--- config.mk ---
export PLATFORM = sky130hd
export DESIGN_NAME = rr_incr_arbiter
export DESIGN_NICKNAME = d
export VERILOG_FILES = /design/src/rtl/rr_incr_pkg.sv /design/src/rtl/rr_pick.sv /design/src/rtl/rr_incr_arbiter.sv
export SDC_FILE = /design/constraint.sdc
export NUM_CORES = 1
export LEC_CHECK = 0
export ABC_CLOCK_PERIOD_IN_PS = 1900
export BUFFER_PORTS_ARGS = -buffer_cell sky130_fd_sc_hd__buf_2
export CORE_MARGIN = 2
export CORE_UTILIZATION = 51
export DETAILED_ROUTE_END_ITERATION = 8
export GPL_ROUTABILITY_DRIVEN = 0
export PLACE_DENSITY = 0.82
export RECOVER_POWER = 100
export SLEW_MARGIN = 0
export SYNTH_ARGS = -nofsm -noshare
export SYNTH_HDL_FRONTEND = slang
export SYNTH_SLANG_ARGS = --single-unit
--- constraint.sdc ---
create_clock -name clk -period 1.9 [get_ports clk]
set_clock_uncertainty 0.15 [all_clocks]
set_input_delay 0.38 -clock clk [delete_from_list [all_inputs] [get_ports clk]]
set_output_delay 0.38 -clock clk [all_outputs]
set_load 0.005 [all_outputs]
--- src/rtl/rr_incr_pkg.sv ---
// rtl/rr_incr_pkg.sv - shared types, defaults and helpers for the round-robin incrementer
package rr_incr_pkg;

    typedef enum logic [1:0] {
        IDLE  = 2'd0,
        GRANT = 2'd1,
        WRITE = 2'd2
    } state_t;

    localparam int DEF_NREQ  = 2;
    localparam int DEF_WIDTH = 4;

    // Index width for n requesters; clamped to 1 so a 1-bit index always exists.
    function automatic int clog2(input int n);
        int w;
        for (w = 1; (1 << w) < n; w++) begin
        end
        return w;
    endfunction

endpackage

--- src/rtl/rr_pick.sv ---
// rtl/rr_pick.sv - combinational round-robin picker
//
// Ports:
//   req     - per-requester request vector
//   ptr     - highest-priority index
//   winner  - first requesting index at or after ptr (modulo NREQ)
//   any_req - at least one request is pending
module rr_pick #(
    parameter int NREQ = 2,
    parameter int IW   = 1
) (
    input  logic [NREQ-1:0] req,
    input  logic [IW-1:0]   ptr,
    output logic [IW-1:0]   winner,
    output logic            any_req
);

    logic [IW-1:0] idx;
    logic          found;

    always_comb begin
        winner = '0;
        found  = 1'b0;
        idx    = '0;
        for (int k = 0; k < NREQ; k++) begin
            idx = IW'((int'(ptr) + k) % NREQ);
            if (!found && req[idx]) begin
                winner = idx;
                found  = 1'b1;
            end
        end
    end

    assign any_req = |req;

endmodule

--- src/rtl/rr_incr_arbiter.sv ---
// rtl/rr_incr_arbiter.sv - round-robin scheduler sharing one incrementer across NREQ counters
//
// Ports:
//   clk      - system clock, rising edge
//   rst      - asynchronous active-high reset
//   req      - per-requester increment request (level, held until ack)
//   gnt      - registered one-hot grant
//   ack      - one-hot, high in the cycle the update commits
//   wrap     - one-hot, high with ack when the count overflowed
//   cnt_flat - all counters, counter i at [i*WIDTH +: WIDTH]
//   busy     - FSM not idle
//
// Build option: RR_INCR_SATURATE_EN makes counters saturate at all-ones
// (wrap then acts as a saturation flag) instead of rolling over.
module rr_incr_arbiter
    import rr_incr_pkg::*;
#(
    parameter int NREQ  = DEF_NREQ,
    parameter int WIDTH = DEF_WIDTH
) (
    input  logic                  clk,
    input  logic                  rst,
    input  logic [NREQ-1:0]       req,
    output logic [NREQ-1:0]       gnt,
    output logic [NREQ-1:0]       ack,
    output logic [NREQ-1:0]       wrap,
    output logic [NREQ*WIDTH-1:0] cnt_flat,
    output logic                  busy
);

    localparam int IW = clog2(NREQ);

    state_t           state, state_n;
    logic [IW-1:0]    sel, ptr, ptr_n, winner;
    logic             any_req;
    logic [WIDTH:0]   sum_q, sum_n;
    logic [WIDTH-1:0] wb_val;
    logic [WIDTH-1:0] cnt [NREQ];

    rr_pick #(
        .NREQ (NREQ),
        .IW   (IW)
    ) u_pick (
        .req     (req),
        .ptr     (ptr),
        .winner  (winner),
        .any_req (any_req)
    );

    always_ff @(posedge clk or posedge rst) begin
        if (rst) begin
            state <= IDLE;
        end else begin
            state <= state_n;
        end
    end

    always_comb begin
        state_n = state;
        ack     = '0;
        wrap    = '0;
        case (state)
            IDLE:  if (any_req) state_n = GRANT;
            GRANT: state_n = WRITE;
            WRITE: begin
                state_n   = IDLE;
                ack[sel]  = 1'b1;
                wrap[sel] = sum_q[WIDTH];
            end
            default: state_n = IDLE;
        endcase
    end

    // The single shared adder; the extra MSB carries the overflow into WRITE.
    assign sum_n = {1'b0, cnt[sel]} + (WIDTH+1)'(1);
    assign ptr_n = (sel == IW'(NREQ - 1)) ? '0 : sel + 1'b1;

`ifdef RR_INCR_SATURATE_EN
    assign wb_val = sum_q[WIDTH] ? '1 : sum_q[WIDTH-1:0];
`else
    assign wb_val = sum_q[WIDTH-1:0];
`endif

    always_ff @(posedge clk or posedge rst) begin
        if (rst) begin
            sel   <= '0;
            ptr   <= '0;
            gnt   <= '0;
            sum_q <= '0;
            for (int i = 0; i < NREQ; i++) cnt[i] <= '0;
        end else begin
            case (state)
                IDLE: begin
                    if (any_req) begin
                        sel <= winner;
                        gnt <= NREQ'(1) << winner;
                    end else begin
                        gnt <= '0;
                    end
                end
                GRANT: sum_q <= sum_n;
                WRITE: begin
                    cnt[sel] <= wb_val;
                    ptr      <= ptr_n;
                    gnt      <= '0;
                end
                default: ;
            endcase
        end
    end

    for (genvar g = 0; g < NREQ; g++) begin : g_flat
        assign cnt_flat[g*WIDTH +: WIDTH] = cnt[g];
    end

    assign busy = (state != IDLE);

endmodule

## After elaboration in Yosys (flattened, before gate mapping)

Cells that the tools add are included.

- Register bits after elaboration: 19
- RAM bits: 0
- Memories kept: 0
- Word-level logic and storage cells: 53
- Output and inout bits: 15
- Bits in latches: 0
- Input bits: 4
- ROM bits: 0

- Eq/ne operators: 3
- Magnitude comparators: 6
- Muxes and demuxes: 22
- Multipliers: 0
- Reduce and logical (&&, ||, !) cells: 9
- Shift operators: 1
- Add/sub/neg operators: 3
- Div/mod/pow operators: 0
- Bitwise operators: 2

Operators with widths:

| operator | number |
|---|---|
| $mux 4 | 4 |
| $mux 1 | 9 |
| $bwmux 8 | 1 |
| $mux 2 | 4 |
| $pmux 2 s2 | 2 |
| $lt 1x2->1 const B | 3 |
| $add 4x1->5 const B | 1 |
| $demux 4 s1 | 1 |
| $reduce_bool 2->1 | 2 |
| $logic_and 1x1->1 | 3 |
| $add 1x1->1 const B | 2 |
| $and 2x2->2 | 1 |
| $eq 2x1->1 const B | 1 |
| $eq 2x2->1 const B | 1 |
| $ge 2x2->1 const B | 1 |
| $logic_not 2->1 | 1 |
| $lt 2x1->1 const B | 1 |
| $ne 2x2->1 const B | 1 |
| $not 1->2 | 1 |
| $reduce_and 2->1 | 1 |
| $reduce_or 2->1 | 1 |
| $shl 1x1->2 const A | 1 |
| $demux 1 s1 | 1 |
| $ge 1x1->1 const B | 1 |
| $logic_not 1->1 | 1 |

## Longest topological paths before layout

Gate-level depths: netlist of run 1.

- Word-level depth: 9
- Depth in mapped cells: 5

## Cells and area by module

From an unflattened synthesis of run 1, not the netlist that was laid out.

- Cell total of the unflattened synthesis: 68
- Area, all modules: 869.6 µm²

By module, submodules not included:

| module | cells an instance | seq. area each (µm²) | instances | area each (µm²) |
|---|---|---|---|---|
| rr_incr_arbiter | 65 | 475.5 | 1 | 852.1 |
| rr_pick | 3 | 0.0 | 1 | 17.5 |

## Worst setup path after synthesis of run 1

OpenSTA, ideal clock, no wires.

- Path type: register to register
- From: register sel
- To: register sum_q[1]
- Cell stages (with the launch flop): 5
- Path buffers: 1
- Library setup time: 125 ps
- Required time: 1625 ps
- Slack: 315 ps
- Data arrival time: 1310 ps
- Period minus slack after synthesis: 1585 ps
- Path through: dfrtp_1 -> buf_6 -> mux2_4 -> ha_1 -> mux2_2

- Cells in the longest elaborated chain, start to end: 5

Ends and longest elaborated chain:

| element | RTL line | text |
|---|---|---|
| start, declared | rr_incr_arbiter.sv:34 | `logic [IW-1:0] sel, ptr, ptr_n, winner;` |
| start signal, assigned | rr_incr_arbiter.sv:95 | `sel <= winner;` |
| $not 1->2 (implied by the code) | rr_incr_arbiter.sv:75 | `assign sum_n = {1'b0, cnt[sel]} + (WIDTH+1)'(1);` |
| $mux 4 (implied by the code) (3 in series) | rr_incr_arbiter.sv:75 |  |
| $add 4x1->5 | rr_incr_arbiter.sv:75 |  |
| named net sum_n[1] | rr_incr_arbiter.sv:36 | `logic [WIDTH:0] sum_q, sum_n;` |
| end signal, assigned | rr_incr_arbiter.sv:101 | `GRANT: sum_q <= sum_n;` |
| end, declared | rr_incr_arbiter.sv:36 |  |

The timed path passes the listed nets, and every way through them passes these cells. The select of a mux whose other input is x is not followed.
A chain may end at the register's enable or synchronous reset.

## Final worst setup path of run 1

- From: register state[0]
- To: output port wrap[0]

- Cells in the longest elaborated chain, start to end: 2

Ends and longest elaborated chain:

| element | RTL line | text |
|---|---|---|
| start, declared | rr_incr_arbiter.sv:33 | `state_t state, state_n;` |
| start signal, assigned | rr_incr_arbiter.sv:54 | `state <= state_n;` |
| $eq 2x2->1 | rr_incr_arbiter.sv:62 | `case (state)` |
| $mux 2 | rr_incr_arbiter.sv:62 |  |
| end, declared | rr_incr_arbiter.sv:26 | `output logic [NREQ-1:0] wrap,` |

Every way passes these cells.

==> results of run 1 <==
-- power groups by stage --
| stage | combinational, µW | sequential (µW) | clock, µW |
|---|---|---|---|
| 2_1_floorplan | 531 | 702 | 0 |
| 3_3_place_gp | 684 | 737 | 0 |
| 4_1_cts | 718 | 743 | 204 |
| 3_5_place_dp | 709 | 749 | 0 |
| 5_1_grt | 804 | 767 | 222 |
| 6_report | 716 | 741 | 198 |
-- cell families after synthesis --
family / Yosys count
DFF: 19
AOI/OAI and AO/OA: 10
muxes: 13
adders and majority gates: 1
buffers and inverters: 6
xor gates and xnor gates: 1
and+or+nand+nor: 17
-- how the worst max path moves through the flow --
stage | from | endpoint | slack (ns) | depth (start not counted)
after global routing | state[0] | wrap[0] | -0.04 | 4
final | state[0] | wrap[0] | 0.07 | 4
after global placement | sel | sum_q[1] | 0.25 | 3
after detailed placement | sel | sum_q[1] | 0.19 | 3
after CTS | sel | wrap[1] | 0.01 | 4
after floorplan | sel | sum_q[1] | 0.32 | 4
-- worst max-delay path, delay by kind of cell (launching register included) --
family	cells	cell delay (ns)
buffers and inverters	1	0.10
and+or+nand+nor	3	0.49
DFF	1	0.42
-- routing by layer --
| layer | up-vias | share of wire, % | wire length (µm) |
|---|---|---|---|
| met2 | 12 | 49 | 726 |
| met4 | 0 | 2.2 | 32 |
| met5 | - | 0 | 0 |
| met1 | 283 | 45 | 654 |
| met3 | 4 | 3.7 | 54 |
| li1 | 286 | - | - |
-- registers in the layout, indices dropped and copies added, names as in the netlist --
name      count
sel           1
gnt           2
ptr           1
sum_q         5
cnt_flat      8
state         2
-- cell type report --
cell class | count | area, µm² | area share (%)
Clock buffer | 3 | 22.5 | 2.22
Sequential cell | 19 | 477 | 47.0
Tap cell | 16 | 20.0 | 1.98
Clock inverter | 1 | 5.00 | 0.494
Timing Repair Buffer | 23 | 123 | 12.1
Multi-Input combinational cell | 42 | 352 | 34.7
Inverter | 4 | 15.0 | 1.48
-- synth_stat cells (all sizes together) --
cell | instances | area share [%]
nand3 | 1 | 0.59
and2 | 2 | 1.5
a21oi | 1 | 0.59
nand2 | 5 | 2.2
ha | 1 | 1.5
a31oi | 2 | 1.5
and4 | 1 | 1.3
nor2 | 4 | 2.1
mux2 | 13 | 19
buf | 2 | 1.9
a21o | 1 | 0.88
inv | 4 | 1.8
a32o | 2 | 2.3
nand3b | 1 | 0.88
nand2b | 3 | 2.2
o31ai | 1 | 1.5
o21ai | 3 | 1.8
dfrtp | 19 | 56
xnor2 | 1 | 1.0
-- repair_timing --
action | 4_1_cts | 5_1_grt
setup endpoints to repair | 1 | 2
pin swaps | 0 | 0
cloned | 0 | 0
resized for setup | 1 | 1
hold endpoints to repair | 19 | 0
hold buffers | 1 | 0
buffers inserted | 0 | 1
-- through the flow --
| stage | instances | util, % | total power [µW] | TNS (ns) | area (µm²) |
|---|---|---|---|---|---|
| global route | 108 | 65.7 | 1790 | -0.0416 | 1010 |
| detailed placement | 102 | 62.9 | 1460 | 0 | 970 |
| CTS | 107 | 65.7 | 1670 | 0 | 1010 |
| finish | 108 | 65.7 | 1650 | 0 | 1010 |
| floorplan | 67 | - | 1230 | 0 | 853 |
| global placement | 102 | 62.9 | 1420 | 0 | 970 |
==> metrics.txt, run 1 <==
max frequency 548 MHz; drt first-iter violations 4; fin crit period 1.83 ns; final worst path period share 96.1%; Layout area overhead 18.8%; # nets final 98; post-placement setup slack 0.190 ns; Synth Register Bits 19; sequential power share 44.8%; CP Capture Type primary output; num ports 19; synthesized area 853 µm²; vias in the first global route 556; grt met3 use 2.80%; Placeable Area 1540 µm²; first-pass GRT wire length 2.37 mm; Slowest cell on crit path dfrtp_1; critical-path cell list nand2b_1 -> nor2_4 -> and2_1 -> buf_2; Critical Path RT 1.37 ns; DRC viols 0; most frequent cells in the layout 18 x dfrtp_1, 17 x buf_2, 9 x mux2_2, 5 x nand2_1; TritonCTS clock tree yes; Reg2Reg Setup Slack 0.25 ns; internal power 1070 µW; dpl hpwl 1.11 mm; clock buffer depth 2; I/O Buffers 18; die area 2020 µm²; FF-to-FF path depth 3; Hold Fails Final Rpt 0; Total GRT Usage 17.1%; Post-Synth XOR/XNOR Area 1.03%; Pwr Density 1630 nW/µm²; Relative slew margins 70.0%; gr ovfl total 0; Synth Instances 67; sw power 587 µW; Final Max Slew Viols 0; clock-pin slew on the worst setup and hold paths 0.11 ns; Inserted Clock Buffers 3; Top Usage Layer GRT met2; crit start category flip-flop; Yosys cell types 22; RSZ-0062 raised after global routing yes; max_cap viols 0; power share of the clock group 12.0%; H-tree Lvls 1; Critical R2R Capture sum_q[1]; via count 585; # rows 14; hold path cells 2; post-synthesis mux area share 18.9%; Synth Area in Simple Gates 10.7%; Max IR drop VDD 0.815 mV; die height 44.9 µm; Clock Latency Late Sink 0.29 ns; most common cell after layout, fill and taps aside dfrtp_1; drt via density 5.42; Final ANT Viol Nets 0; Hold EP sel; Pre-antenna DRT Iters 3; combinational share of power 43.3%; final worst setup slack 0.0742 ns; grt met2 use 27.2%; initial antenna violation count 0; Critical Path Max Stage Delay 0.42 ns; Synth Area in Compound Gates 8.50%; min-delay src req[0]; post-DR wirelength/cell 13.6 µm; arrival time worst endpoint 1.30 ns; CP Max Fanout 5; Synth Warn # 0; Mapped Nets 72; syn avg cell area 12.7 µm²; ant diodes 0; Final setup violation count 0; area share of fa/ha/maj cells after synthesis 1.47%; reg2reg start sel; largest family of logic cells by synthesized area multiplexers; die width 44.9 µm; GR Util met1 21.1%; Initial Util 55.4%; Sw Ratio 35.5%; largest net degree at the start of global routing 20; critical path class flip-flop to primary output; slew at the pin with the worst max-slew slack 0.449 ns; CTS sink count 19; final wirelength 1.47 mm; leakage power 0.000530 µW; register area share after synthesis 55.7%; layout cells sized above 1 44.6%; Hold Slack 0.163 ns; status completed; fillcell total 142; clock root buffer clkbuf_4; Hold WC Path Type input port to flip-flop
(Power assumes the default switching activity.)
==> inputs of run 2 (changes only) <==
--- a/config.mk
+++ b/config.mk
@@ -5,13 +5,13 @@
 export SDC_FILE = /design/constraint.sdc
 export NUM_CORES = 1
 export LEC_CHECK = 0
-export ABC_CLOCK_PERIOD_IN_PS = 1900
+export ABC_CLOCK_PERIOD_IN_PS = 2200
 export BUFFER_PORTS_ARGS = -buffer_cell sky130_fd_sc_hd__buf_2
 export CORE_MARGIN = 2
-export CORE_UTILIZATION = 51
+export CORE_UTILIZATION = 55
 export DETAILED_ROUTE_END_ITERATION = 8
 export GPL_ROUTABILITY_DRIVEN = 0
-export PLACE_DENSITY = 0.82
+export PLACE_DENSITY = 0.87
 export RECOVER_POWER = 100
 export SLEW_MARGIN = 0
 export SYNTH_ARGS = -nofsm -noshare
==> constraint.sdc (replaced) <==
create_clock -name clk -period 2.2 [get_ports clk]
set_clock_uncertainty 0.15 [all_clocks]
set_input_delay 0.44 -clock clk [delete_from_list [all_inputs] [get_ports clk]]
set_output_delay 0.44 -clock clk [all_outputs]
set_load 0.005 [all_outputs]
==> run 2 against run 1 <==
Net effect:
- combinational power is 19% lower
- sequential share of layout area is 1.7 points higher
- cell count is 3.7% lower
- flip-flop and latch count stayed put
- final area is 3.8% lower
- sequential power is 14% lower
- clock power is 14% lower
- non-clock buffer count is 4 lower
- first-iteration DRC count grew to 3.8 times the previous value
- via count is 2.1% lower
- critical path type unchanged
- critical endpoint unchanged
- largest power group unchanged
==> metrics.txt, run 2 (synthesized netlist as in run 1, its figures left out) <==
post-DR wirelength/cell 13.9 µm; layout cells sized above 1 38.6%; Hold Fails Final Rpt 0; slew at the pin with the worst max-slew slack 0.680 ns; die height 43.4 µm; Clock Latency Late Sink 0.28 ns; TritonCTS clock tree yes; arrival time worst endpoint 1.40 ns; drt first-iter violations 15; Resize count post-CTS 0; Relative slew margins 54.6%; Max IR drop VDD 0.659 mV; sequential cell area 475 µm²; final wirelength 1.45 mm; hold buffers post-CTS 0; Final setup violation count 0; die width 43.4 µm; critical-path cell list nand2b_1 -> nor2_4 -> and2_1 -> buf_2; final worst path period share 90.5%; crit path launch state[0]; Pre-antenna DRT Iters 4; fillcell total 116; # nets final 94; gr ovfl total 0; most common cell after layout, fill and taps aside dfrtp_1; die area 1880 µm²; leakage power 0.000502 µW; reg2reg start sel; most frequent cells in the layout 19 x dfrtp_1, 16 x buf_2, 9 x mux2_2, 5 x nand2_1; WP depth 4; via count 573; FF-to-FF path depth 3; crit start category flip-flop; final core utilization 66.2%; # rows 14; Total GRT Usage 17.4%; Critical R2R Capture sum_q[1]; clock root buffer clkbuf_4; dpl hpwl 1.13 mm; CP Capture Type primary output; Layout area overhead 14.2%; multi-input logic area 347 µm²; Reg2Reg Setup Slack 0.38 ns; number of setup buffers added after CTS 0; Slowest cell on crit path dfrtp_1; Final Max Slew Viols 0; I/O Buffers 18; setup TNS 0 ns; max frequency 502 MHz; num ports 19; status completed; CP Buf/Inv Count 1; RSZ-0062 raised after global routing no; Final ANT Viol Nets 0; DRC viols 0; H-tree Lvls 1; initial antenna violation count 0; Critical Path RT 1.61 ns; fin crit period 1.99 ns; Initial Util 58.0%; termination of the worst setup path wrap[0]; Placeable Area 1470 µm²; vias in the first global route 541; max reg flops 8; drt via density 5.51; clock-pin slew on the worst setup and hold paths 0.10 ns; clock buffer depth 2; largest net degree at the start of global routing 20; Hold WC Path Type input port to async pin; ant diodes 0; max_cap viols 0; Inserted Clock Buffers 3; crit-path leading delay family simple AND/OR/NAND/NOR gates; CTS sink count 19; Critical Path Max Stage Delay 0.44 ns; CP Max Fanout 7; critical path class flip-flop to primary output; first-pass GRT wire length 2.42 mm; Pwr Density 1430 nW/µm²
## run 2: worst min path at each step
stage,startpoint,to,depth (start not counted)
finish,rst,sel,2
CTS,rst,cnt_flat[6],2
global placement,sum_q[4],sum_q[4],2
detailed placement,gnt[1],gnt[1],1
floorplan,rst,cnt_flat[0],1
global route,rst,cnt_flat[6],2
## run 2: cell type report
| cell class | instances | area share (%) |
|---|---|---|
| Sequential cell | 19 | 48.8 |
| Multi-Input combinational cell | 42 | 35.6 |
| Timing Repair Buffer | 19 | 9.37 |
| Clock buffer | 4 | 2.70 |
| Tap cell | 16 | 2.05 |
| Inverter | 4 | 1.54 |
## run 2: through the flow
stage               total power, µW  setup slack (ns)  area (µm²)  hold slack [ns]  std cells
CTS                            1420            0.0779         981            0.113        104
global placement               1210             0.437         955            0.321        100
global route                   1500            0.0887         975            0.136        104
finish                         1390             0.208         975           0.0866        104
detailed placement             1260             0.416         955            0.333        100
floorplan                      1060             0.615         853            0.241         67
## run 2: report_power, final
| part | internal, µW | switching, µW |
|---|---|---|
| registers | 502 | 137 |
| logic | 319 | 262 |
| clock network | 70.3 | 101 |
| total | 892 | 500 |
## run 2: per-layer routing
layer / vias to the layer above / GRT usage (%) / wire length, µm
met5: - / 0 / 0
met4: 0 / 5.45 / 19
met3: 2 / 3.75 / 45
met2: 14 / 27.2 / 729
met1: 280 / 24.6 / 655
li1: 277 / - / -
